### config.mk
export PLATFORM = sky130hd
export DESIGN_NAME = seven_seg_scan_n
export DESIGN_NICKNAME = d
export VERILOG_FILES = /design/src/rtl/seven_seg_pkg.sv /design/src/rtl/seven_seg_decode.sv /design/src/rtl/seven_seg_scan_n.sv
export SDC_FILE = /design/constraint.sdc
export NUM_CORES = 1
export LEC_CHECK = 0
export BUFFER_PORTS_ARGS = -buffer_cell sky130_fd_sc_hd__buf_4
export CELL_PAD_IN_SITES_DETAIL_PLACEMENT = 0
export CELL_PAD_IN_SITES_GLOBAL_PLACEMENT = 1
export CORE_ASPECT_RATIO = 1.1
export CORE_MARGIN = 1
export CORE_UTILIZATION = 30
export CTS_BUF_LIST = sky130_fd_sc_hd__clkbuf_4
export CTS_CLUSTER_SIZE = 40
export DETAILED_ROUTE_END_ITERATION = 6
export GPL_TIMING_DRIVEN = 0
export PLACE_DENSITY_LB_ADDON = 0.1
export SYNTH_ARGS = -nofsm -noshare
export SYNTH_HDL_FRONTEND = slang
export SYNTH_SLANG_ARGS = --single-unit
### constraint.sdc
create_clock -name clk -period 14.4 [get_ports clk]
set_clock_uncertainty 0.2 [all_clocks]
set_input_delay 4.32 -clock clk [delete_from_list [all_inputs] [get_ports clk]]
set_output_delay 4.32 -clock clk [all_outputs]
set_load 0.05 [all_outputs]
### src/rtl/seven_seg_pkg.sv
// Shared constants for the multiplexed seven-segment scanner: code width,
// glyph patterns (active-low {g,f,e,d,c,b,a}) and small sizing helpers.
// Latency: n/a (package). Backpressure: n/a.
package seven_seg_pkg;

  localparam int CODE_W     = 5;
  localparam int SUB_PHASES = 16;

  typedef logic [CODE_W-1:0] code_t;
  typedef logic [6:0]        seg_t;

  // Special (non-hex) codes.
  localparam code_t CODE_DASH  = 5'h10;
  localparam code_t CODE_H     = 5'h11;
  localparam code_t CODE_L     = 5'h12;
  localparam code_t CODE_P     = 5'h13;
  localparam code_t CODE_U     = 5'h14;
  localparam code_t CODE_BLANK = 5'h1F;

  // All segments dark.
  localparam seg_t SEG_OFF = 7'h7F;

  // Hex glyphs.
  localparam seg_t GLYPH_0 = 7'h40;
  localparam seg_t GLYPH_1 = 7'h79;
  localparam seg_t GLYPH_2 = 7'h24;
  localparam seg_t GLYPH_3 = 7'h30;
  localparam seg_t GLYPH_4 = 7'h19;
  localparam seg_t GLYPH_5 = 7'h12;
  localparam seg_t GLYPH_6 = 7'h02;
  localparam seg_t GLYPH_7 = 7'h78;
  localparam seg_t GLYPH_8 = 7'h00;
  localparam seg_t GLYPH_9 = 7'h10;
  localparam seg_t GLYPH_A = 7'h08;
  localparam seg_t GLYPH_B = 7'h03;
  localparam seg_t GLYPH_C = 7'h46;
  localparam seg_t GLYPH_D = 7'h21;
  localparam seg_t GLYPH_E = 7'h06;
  localparam seg_t GLYPH_F = 7'h0E;

  // Letter / symbol glyphs.
  localparam seg_t GLYPH_DASH = 7'h3F;
  localparam seg_t GLYPH_H    = 7'h09;
  localparam seg_t GLYPH_L    = 7'h47;
  localparam seg_t GLYPH_P    = 7'h0C;
  localparam seg_t GLYPH_U    = 7'h41;

  // Blink phase: HIDE darkens digits whose blink enable is set.
  typedef enum logic {
    BLINK_SHOW = 1'b0,
    BLINK_HIDE = 1'b1
  } blink_phase_e;

  // Register width able to hold 0..n-1, never narrower than one bit.
  function automatic int cnt_width(input int n);
    return (n > 1) ? $clog2(n) : 1;
  endfunction

endpackage

### src/rtl/seven_seg_decode.sv
// Combinational 5-bit display code to active-low seven-segment pattern.
// Latency: 0 cycles (pure combinational). Backpressure: none.
// Ports: code (in, CODE_W) -> pattern (out, 7, {g,f,e,d,c,b,a} active-low).
module seven_seg_decode
  import seven_seg_pkg::*;
(
  input  logic [CODE_W-1:0] code,
  output logic [6:0]        pattern
);

  always_comb begin
    pattern = SEG_OFF;
    case (code)
      5'h00:     pattern = GLYPH_0;
      5'h01:     pattern = GLYPH_1;
      5'h02:     pattern = GLYPH_2;
      5'h03:     pattern = GLYPH_3;
      5'h04:     pattern = GLYPH_4;
      5'h05:     pattern = GLYPH_5;
      5'h06:     pattern = GLYPH_6;
      5'h07:     pattern = GLYPH_7;
      5'h08:     pattern = GLYPH_8;
      5'h09:     pattern = GLYPH_9;
      5'h0A:     pattern = GLYPH_A;
      5'h0B:     pattern = GLYPH_B;
      5'h0C:     pattern = GLYPH_C;
      5'h0D:     pattern = GLYPH_D;
      5'h0E:     pattern = GLYPH_E;
      5'h0F:     pattern = GLYPH_F;
      CODE_DASH: pattern = GLYPH_DASH;
      CODE_H:    pattern = GLYPH_H;
      CODE_L:    pattern = GLYPH_L;
      CODE_P:    pattern = GLYPH_P;
      CODE_U:    pattern = GLYPH_U;
      // 0x15..0x1F render dark.
      default:   pattern = SEG_OFF;
    endcase
  end

endmodule

### src/rtl/seven_seg_scan_n.sv
// Time-multiplexed N-digit seven-segment driver with brightness PWM, blink and tear-free frame updates.
// Latency: outputs registered, 1 cycle after counter state; loaded data shows from the next frame start.
// Backpressure: none; the scan free-runs and load is an unhandshaked strobe (last load before a frame wins).
// Ports: clk, reset (async, active-high); signal_in[5*N] codes, dp_in[N], blink_en[N], load strobe;
//        brightness[4] live duty level; segments[7]/dp active-low; digits[N] active-low anodes; frame_done pulse.
module seven_seg_scan_n
  import seven_seg_pkg::*;
#(
  parameter int NUM_DIGITS   = 8,
  parameter int REFRESH_DIV  = 100000,
  parameter int BLINK_FRAMES = 64
) (
  input  logic                         clk,
  input  logic                         reset,
  input  logic [CODE_W*NUM_DIGITS-1:0] signal_in,
  input  logic [NUM_DIGITS-1:0]        dp_in,
  input  logic [NUM_DIGITS-1:0]        blink_en,
  input  logic [3:0]                   brightness,
  input  logic                         load,
  output logic [6:0]                   segments,
  output logic                         dp,
  output logic [NUM_DIGITS-1:0]        digits,
  output logic                         frame_done
);

  localparam int SUB_DIV = REFRESH_DIV / SUB_PHASES;
  localparam int PRESC_W = cnt_width(REFRESH_DIV);
  localparam int SUB_W   = cnt_width(SUB_DIV);
  localparam int IDX_W   = cnt_width(NUM_DIGITS);
  localparam int BLINK_W = cnt_width(BLINK_FRAMES);

  // ---------------------------------------------------------------------
  // Scan timing: prescaler, sub-phase tracker, digit index, blink state
  // ---------------------------------------------------------------------
  logic [PRESC_W-1:0] presc;
  logic [SUB_W-1:0]   sub_cnt;
  logic [3:0]         sub_phase;
  logic [IDX_W-1:0]   scan_idx;
  logic [BLINK_W-1:0] blink_cnt;
  blink_phase_e       blink_phase;

  logic slot_tick;
  logic last_digit;
  logic frame_wrap;

  assign slot_tick  = (presc == PRESC_W'(REFRESH_DIV - 1));
  assign last_digit = (scan_idx == IDX_W'(NUM_DIGITS - 1));
  assign frame_wrap = slot_tick && last_digit;

  // sub_phase tracks presc / SUB_DIV incrementally, avoiding a divider.
  always_ff @(posedge clk or posedge reset) begin
    if (reset) begin
      presc     <= '0;
      sub_cnt   <= '0;
      sub_phase <= '0;
      scan_idx  <= '0;
    end else if (slot_tick) begin
      presc     <= '0;
      sub_cnt   <= '0;
      sub_phase <= '0;
      scan_idx  <= last_digit ? '0 : scan_idx + 1'b1;
    end else begin
      presc <= presc + 1'b1;
      if (sub_cnt == SUB_W'(SUB_DIV - 1)) begin
        sub_cnt   <= '0;
        sub_phase <= sub_phase + 1'b1;
      end else begin
        sub_cnt <= sub_cnt + 1'b1;
      end
    end
  end

  always_ff @(posedge clk or posedge reset) begin
    if (reset) begin
      blink_cnt   <= '0;
      blink_phase <= BLINK_SHOW;
    end else if (frame_wrap) begin
      if (blink_cnt == BLINK_W'(BLINK_FRAMES - 1)) begin
        blink_cnt   <= '0;
        blink_phase <= (blink_phase == BLINK_SHOW) ? BLINK_HIDE : BLINK_SHOW;
      end else begin
        blink_cnt <= blink_cnt + 1'b1;
      end
    end
  end

  // ---------------------------------------------------------------------
  // Display data: staging captures every load, active switches only at a
  // frame wrap so a frame is always drawn from one consistent data set.
  // ---------------------------------------------------------------------
  logic [CODE_W*NUM_DIGITS-1:0] stage_code;
  logic [NUM_DIGITS-1:0]        stage_dp;
  logic [NUM_DIGITS-1:0]        stage_blink;
  logic [CODE_W*NUM_DIGITS-1:0] act_code;
  logic [NUM_DIGITS-1:0]        act_dp;
  logic [NUM_DIGITS-1:0]        act_blink;

  always_ff @(posedge clk or posedge reset) begin
    if (reset) begin
      stage_code  <= {NUM_DIGITS{CODE_BLANK}};
      stage_dp    <= '0;
      stage_blink <= '0;
      act_code    <= {NUM_DIGITS{CODE_BLANK}};
      act_dp      <= '0;
      act_blink   <= '0;
    end else begin
      if (load) begin
        stage_code  <= signal_in;
        stage_dp    <= dp_in;
        stage_blink <= blink_en;
      end
      // A load coinciding with the wrap bypasses staging so it is not lost
      // for a whole frame.
      if (frame_wrap) begin
        act_code  <= load ? signal_in : stage_code;
        act_dp    <= load ? dp_in     : stage_dp;
        act_blink <= load ? blink_en  : stage_blink;
      end
    end
  end

  // ---------------------------------------------------------------------
  // Selected digit and anode gating
  // ---------------------------------------------------------------------
  logic [CODE_W-1:0] sel_code;
  logic [6:0]        sel_glyph;
  logic              sel_dp;
  logic              sel_blink;
  logic              bright_ok;
  logic              has_content;
  logic              anode_on;

  assign sel_code  = act_code[CODE_W*int'(scan_idx) +: CODE_W];
  assign sel_dp    = act_dp[scan_idx];
  assign sel_blink = act_blink[scan_idx];

  seven_seg_decode u_decode (
    .code    (sel_code),
    .pattern (sel_glyph)
  );

  // With one cycle per sub-phase the ghost-blank cycle swallows all of
  // sub-phase 0; keeping slot cycle 1 lit preserves a visible minimum level.
  assign bright_ok   = (sub_phase <= brightness) || (presc == PRESC_W'(1));
  // A blank code with no decimal point has nothing to show; keep it dark.
  assign has_content = (sel_glyph != SEG_OFF) || sel_dp;
  // presc == 0 is the ghost-blanking cycle between adjacent digits.
  assign anode_on    = (presc != '0) && bright_ok && has_content
                     && !((blink_phase == BLINK_HIDE) && sel_blink);

  always_ff @(posedge clk or posedge reset) begin
    if (reset) begin
      segments   <= SEG_OFF;
      dp         <= 1'b1;
      digits     <= '1;
      frame_done <= 1'b0;
    end else begin
      frame_done <= frame_wrap;
      if (anode_on) begin
        segments <= sel_glyph;
        dp       <= ~sel_dp;
        digits   <= ~(NUM_DIGITS'(1) << scan_idx);
      end else begin
        segments <= SEG_OFF;
        dp       <= 1'b1;
        digits   <= '1;
      end
    end
  end

endmodule
# == After elaboration in Yosys (flattened, before gate mapping) ==
# Memory sizes are Yosys's and may differ from the RTL's.
# Cells that the tools add are included.
# W data, S select, Z words.
# word_totals
ff_bits,173
romBits,224
input_bits,63
output_inout_bits,17
elab_cells,64
n_memories,1
# memory_table
memory,words,width,rd,rd_ports_with_merged_regs,write_ports,line,rtl
(no name shown),32,7,1,0,0,seven_seg_decode.sv:13,case (code)
# op_classes
n_addsub,5
multipliers,1
n_lt_le_gt_ge,2
n_eq_ne,6
shifts,2
n_mux,18
bitwise_logic,2
n_reduce_logical,11
# ops
op,n
$mux W40,1
$shiftx A40 B7 Y5,1
$mux W13,2
$mux W8,3
$add A17 B1 Y17 const B,1
$eq A17 B1 Y1 const B,1
$eq A17 B17 Y1 const B,1
$mux W17,1
$reduce_bool A17 Y1,1
$add A13 B1 Y13 const B,1
$eq A13 B13 Y1 const B,1
$mux W4,2
$not A8 Y8,1
$shl A1 B3 Y8 const A,1
$mux W7,1
$ne A7 B7 Y1 const B,1
$add A6 B1 Y6 const B,1
$bmux W1 S3,2
$eq A6 B6 Y1 const B,1
$mul A3 B3 Y6 const A,1
$mux W6,1
$logic_and A1 B1 Y1,5
$add A4 B1 Y4 const B,1
$le A4 B4 Y1,1
other kinds (10),14

# == Longest topological paths before layout ==
# An unclocked memory read counts as a cell.
# depth
ltp_word,8
mapped_depth,13
depth_no_buf,10

# == Hierarchy ==
# Synthesis repeated with hierarchy kept, for this count alone.
# hier_totals
cells_unflattened,611
area_unflattened_um2,8111.5
# modules_own_cells
module,n_inst,cells_per_inst,area_each_um2,seq_area_each_um2
seven_seg_scan_n,1,546,7657.3,4449.3
seven_seg_decode,1,65,454.2,0.0

# == Worst setup path after synthesis ==
# Ideal clock, no wire load.
# synth_path
path_kind,input -> register
startpoint,in brightness[1]
endpoint,reg digits[6]
setup_time_ns,0.106
t_arrival_ns,6.106
required_time_ns,14.094
path_slack_ns,7.988
stages,10
path_buffers,1
path_cell_list,inv_1 ha_1 nor2b_1 o21ai_0 nand2b_1 a21oi_1 a211oi_1 a221oi_1 clkbuf_1 o2111ai_1
# synth_via
elab_chain_len,6
# synth_rtl
item,line,rtl
start: declaration,seven_seg_scan_n.sv:18,"input logic [3:0] brightness,"
$le A4 B4 Y1,seven_seg_scan_n.sv:144,assign bright_ok = (sub_phase <= brightness) || (presc == PRESC_W'(1));
$logic_or A1 B1 Y1,seven_seg_scan_n.sv:144,
$logic_and A1 B1 Y1 (2 in a row),seven_seg_scan_n.sv:148,assign anode_on = (presc != '0) && bright_ok && has_content
$logic_and A1 B1 Y1,seven_seg_scan_n.sv:149,&& !((blink_phase == BLINK_HIDE) && sel_blink);
$mux W8,seven_seg_scan_n.sv:159,if (anode_on) begin
end signal: assignment,seven_seg_scan_n.sv:162,digits <= ~(NUM_DIGITS'(1) << scan_idx);
end: declaration,seven_seg_scan_n.sv:22,"output logic [NUM_DIGITS-1:0] digits,"
# No other way between the ends.
# A chain may end at the register's enable or synchronous reset.

# == Worst setup path in the final report ==
# Same ends and word-level chain as after synthesis.

==> metrics.txt <==
Iter 0 DRT Violations 250; fmax 154 MHz; DRT Pass-1 Iters 4; Power, Total 854 uW; Worst EP required 14.68 ns; total number of vias 5,254; startpoint types primary input; WL/cell 15.9 um; flop2flop setup slack 10.13 ns; Die Span Y 173 um; DRT Wirelength 18,200 um; syn nets 772; Max VDD drop 0.0407 mV; Post-CTS Setup Bufs 0; Total GRT Usage 14.4%; Syn Area/Cell 11.6 um^2; CTS tree yes; Die X 157 um; number of synthesized flops with an enable pin 0; status finished clean; initial cell density of the core 30.5%; post-layout util 35.7%; via count of the first global-routing pass 5,650; layout cells sized above 1 37.1%; largest net degree at the start of global routing 136; Min-Delay Path Depth 2; Setup-failing EPs final 0; multi-input gate area in the final layout 3270 um^2; total of max-cap violations 0; clk_lat worst skew 0.57 ns; number of synthesized register bits 173; core area 26,100 um^2; reg2reg end digits[1]$_DFF_PP1_; Post-DRT Antenna Nets 0; RSZ-0062 raised after global routing no; CTS Buffer Depth 2; io pins 80; hpwl dp 13,100 um; Resized cells post-CTS 0; Pwr Density 91.8 nW/um^2; critical path's largest stage delay 0.73 ns; Hold EP act_code[20]$_DFFE_PP1P_; Reg2Reg Depth 11; Final #Nets 870; FF/Latch Area 4450 um^2; Worst-path clk slew 0.15 ns; first-pass GRT wire length 30,200 um; # DRC 0; TritonCTS Buffers 17; cell area after synthesis 7960 um^2; setup tns final 0 ns; period utilisation layout 45.0%; Async SR Flop Fraction 100%; vias per inst 4.58; htree depth 4; Slew headroom 38.9%; # fillers 2,710; post-synth top area share 31.7%; Hold Crit Class flop to flop; RR Startpoint scan_idx[2]$_DFFE_PP0N_; critical path capture point type flop; Rows 62; Worst Max-Slew Pin Slew 0.916 ns; Yosys warning count 0; Synth Flop Type dfstp_2; die area 27,200 um^2; Synth-to-Final Area Change 17.0%; Unique masters post-synth 56; crit-path cells buf_4, inv_1, ha_1, nor2b_1, o21ai_0, nand2b_1, a21oi_1, a211oi_1, a221oi_1, clkbuf_1, o2111ai_1; clk sinks 173; cell taking the most area after synthesis dfstp_2; post-synthesis cell count 684; CP arrival 6.76 ns; total gr overflow 0; Hold Vio Cnt, Final 0; Period minus WS final 6.48 ns; slowest CP cell a221oi_1; Synth area leaders dfstp_2 (32%), dfrtp_1 (24%), mux2_2 (9.1%); max-slew violations 0; hold_buf cts 0; P_leak 0.00403 uW; Setup CP Type primary input to flop; PortBufs 78; Worst Hold Launch act_code[20]$_DFFE_PP1P_; initial antenna violation count 1; CP Max Fanout 10; routability-driven placement congestion ratio 0.748; clock root buffer clkbuf_4; sequential share of the synthesized area 55.9%
## flip-flops by register name, summed over array words and instances (netlist names)
| name | cells |
|---|---|
| act_code | 40 |
| stage_code | 40 |
| presc | 17 |
| sub_cnt | 13 |
| act_blink | 8 |
| act_dp | 8 |
| digits | 8 |
| stage_blink | 8 |
| stage_dp | 8 |
| segments | 7 |
| blink_cnt | 6 |
| sub_phase | 4 |
| scan_idx | 3 |
| blink_phase | 1 |
| dp | 1 |
| frame_done | 1 |
## synthesized netlist by cell type (4+ instances only)
| library cell | number |
|---|---|
| a21oi_1 | 8 |
| clkbuf_1 | 19 |
| nand3_1 | 19 |
| xnor2_1 | 15 |
| mux4_1 | 9 |
| nand2b_1 | 5 |
| and3_1 | 5 |
| dfrtp_1 | 77 |
| o21ai_0 | 12 |
| xor2_1 | 16 |
| nor4_1 | 5 |
| ha_1 | 25 |
| nor2_1 | 37 |
| o211ai_1 | 5 |
| mux2i_1 | 8 |
| o2111ai_1 | 7 |
| dfstp_2 | 96 |
| nand2_1 | 182 |
| mux2_2 | 64 |
| nand4_1 | 4 |
| inv_1 | 14 |
| mux4_2 | 4 |
## metrics by stage
stage | setup slack [ns] | instance area [um^2] | instances | hold slack (ns)
3_5_place_dp | 7.28 | 9020 | 1115 | 0.247
3_3_place_gp | 3.42 | 8990 | 1114 | 0.249
6_report | 7.92 | 9310 | 1148 | 0.265
5_1_grt | 7.73 | 9310 | 1148 | 0.279
4_1_cts | 7.95 | 9310 | 1147 | 0.270
2_1_floorplan | 5.35 | 7960 | 684 | 0.236
## cell families after synthesis
| group | count (synthesis) | share of synthesized area, % |
|---|---|---|
| multiplexers | 89 | 15.0 |
| AO/OA/AOI/OAI | 50 | 4.48 |
| AND/OR/NAND/NOR | 271 | 14.3 |
| flip-flops | 173 | 55.9 |
| XOR/XNOR | 31 | 3.41 |
| adder cells (fa/ha/maj) | 25 | 3.93 |
| buffers and inverters | 45 | 3.00 |
## area by class of cell
| type | count | area share (%) |
|---|---|---|
| buffer | 28 | 1.68 |
| tap | 352 | 4.73 |
| clock inverter | 14 | 1.65 |
| antenna | 1 | 0.0269 |
| timing repair buffer | 79 | 6.58 |
| multi-input combinational | 466 | 35.1 |
| inverter | 17 | 0.967 |
| clock buffer | 18 | 1.45 |
| sequential | 173 | 47.8 |
## routing by layer
| layer | GRT usage, % | part of all wire [%] |
|---|---|---|
| met5 | 0 | 0 |
| met4 | 3.56 | 0.98 |
| met3 | 3.11 | 2.9 |
| met2 | 24.4 | 50 |
| met1 | 18.6 | 46 |
## placed cells by master (no fill, tap or decap), types with 3 or more instances in the layout
| cell | count |
|---|---|
| a21oi_1 | 8 |
| and3_1 | 5 |
| and4_1 | 3 |
| buf_4 | 78 |
| buf_6 | 3 |
| clkbuf_1 | 19 |
| clkbuf_4 | 18 |
| dfrtp_1 | 77 |
| dfstp_2 | 96 |
| ha_1 | 25 |
| inv_1 | 13 |
| inv_6 | 7 |
| mux2_2 | 64 |
| mux2i_1 | 8 |
| mux4_1 | 9 |
| mux4_2 | 4 |
| nand2_1 | 182 |
| nand2b_1 | 5 |
| nand3_1 | 19 |
| nand4_1 | 4 |
| nor2_1 | 37 |
| nor2b_1 | 3 |
| nor4_1 | 5 |
| o2111ai_1 | 7 |
| o211ai_1 | 5 |
| o21ai_0 | 12 |
| o22ai_1 | 3 |
| xnor2_1 | 15 |
| xor2_1 | 16 |
## worst max-delay path, delay by kind of cell
family / cells / cell delay (ns)
buffers and inverters: 3 / 0.58
adders and majority gates: 1 / 0.29
AOI/OAI and AO/OA: 5 / 1.36
and+or+nand+nor: 2 / 0.20
## how the worst max path moves through the flow
stage | from | end | depth (start not counted) | slack [ns]
6_report | brightness[1] | digits[6]$_DFF_PP1_ | 11 | 7.92
2_1_floorplan | reset | act_blink[0]$_DFFE_PP0P_ | 1 | 5.35
4_1_cts | brightness[1] | digits[6]$_DFF_PP1_ | 11 | 7.95
5_1_grt | brightness[1] | digits[6]$_DFF_PP1_ | 11 | 7.73
3_3_place_gp | reset | frame_done$_DFF_PP0_ | 2 | 3.42
3_5_place_dp | brightness[1] | digits[6]$_DFF_PP1_ | 11 | 7.28
## where the power goes
group,switching [uW],leakage [uW],internal (uW),total [uW]
sequential,3.78,0.00198,510,514
clock,180,0.000153,108,288
combinational,25.7,0.00190,26.4,52.1
total,209,0.00403,645,854
No activity file was read; power rests on OpenSTA's default activity.
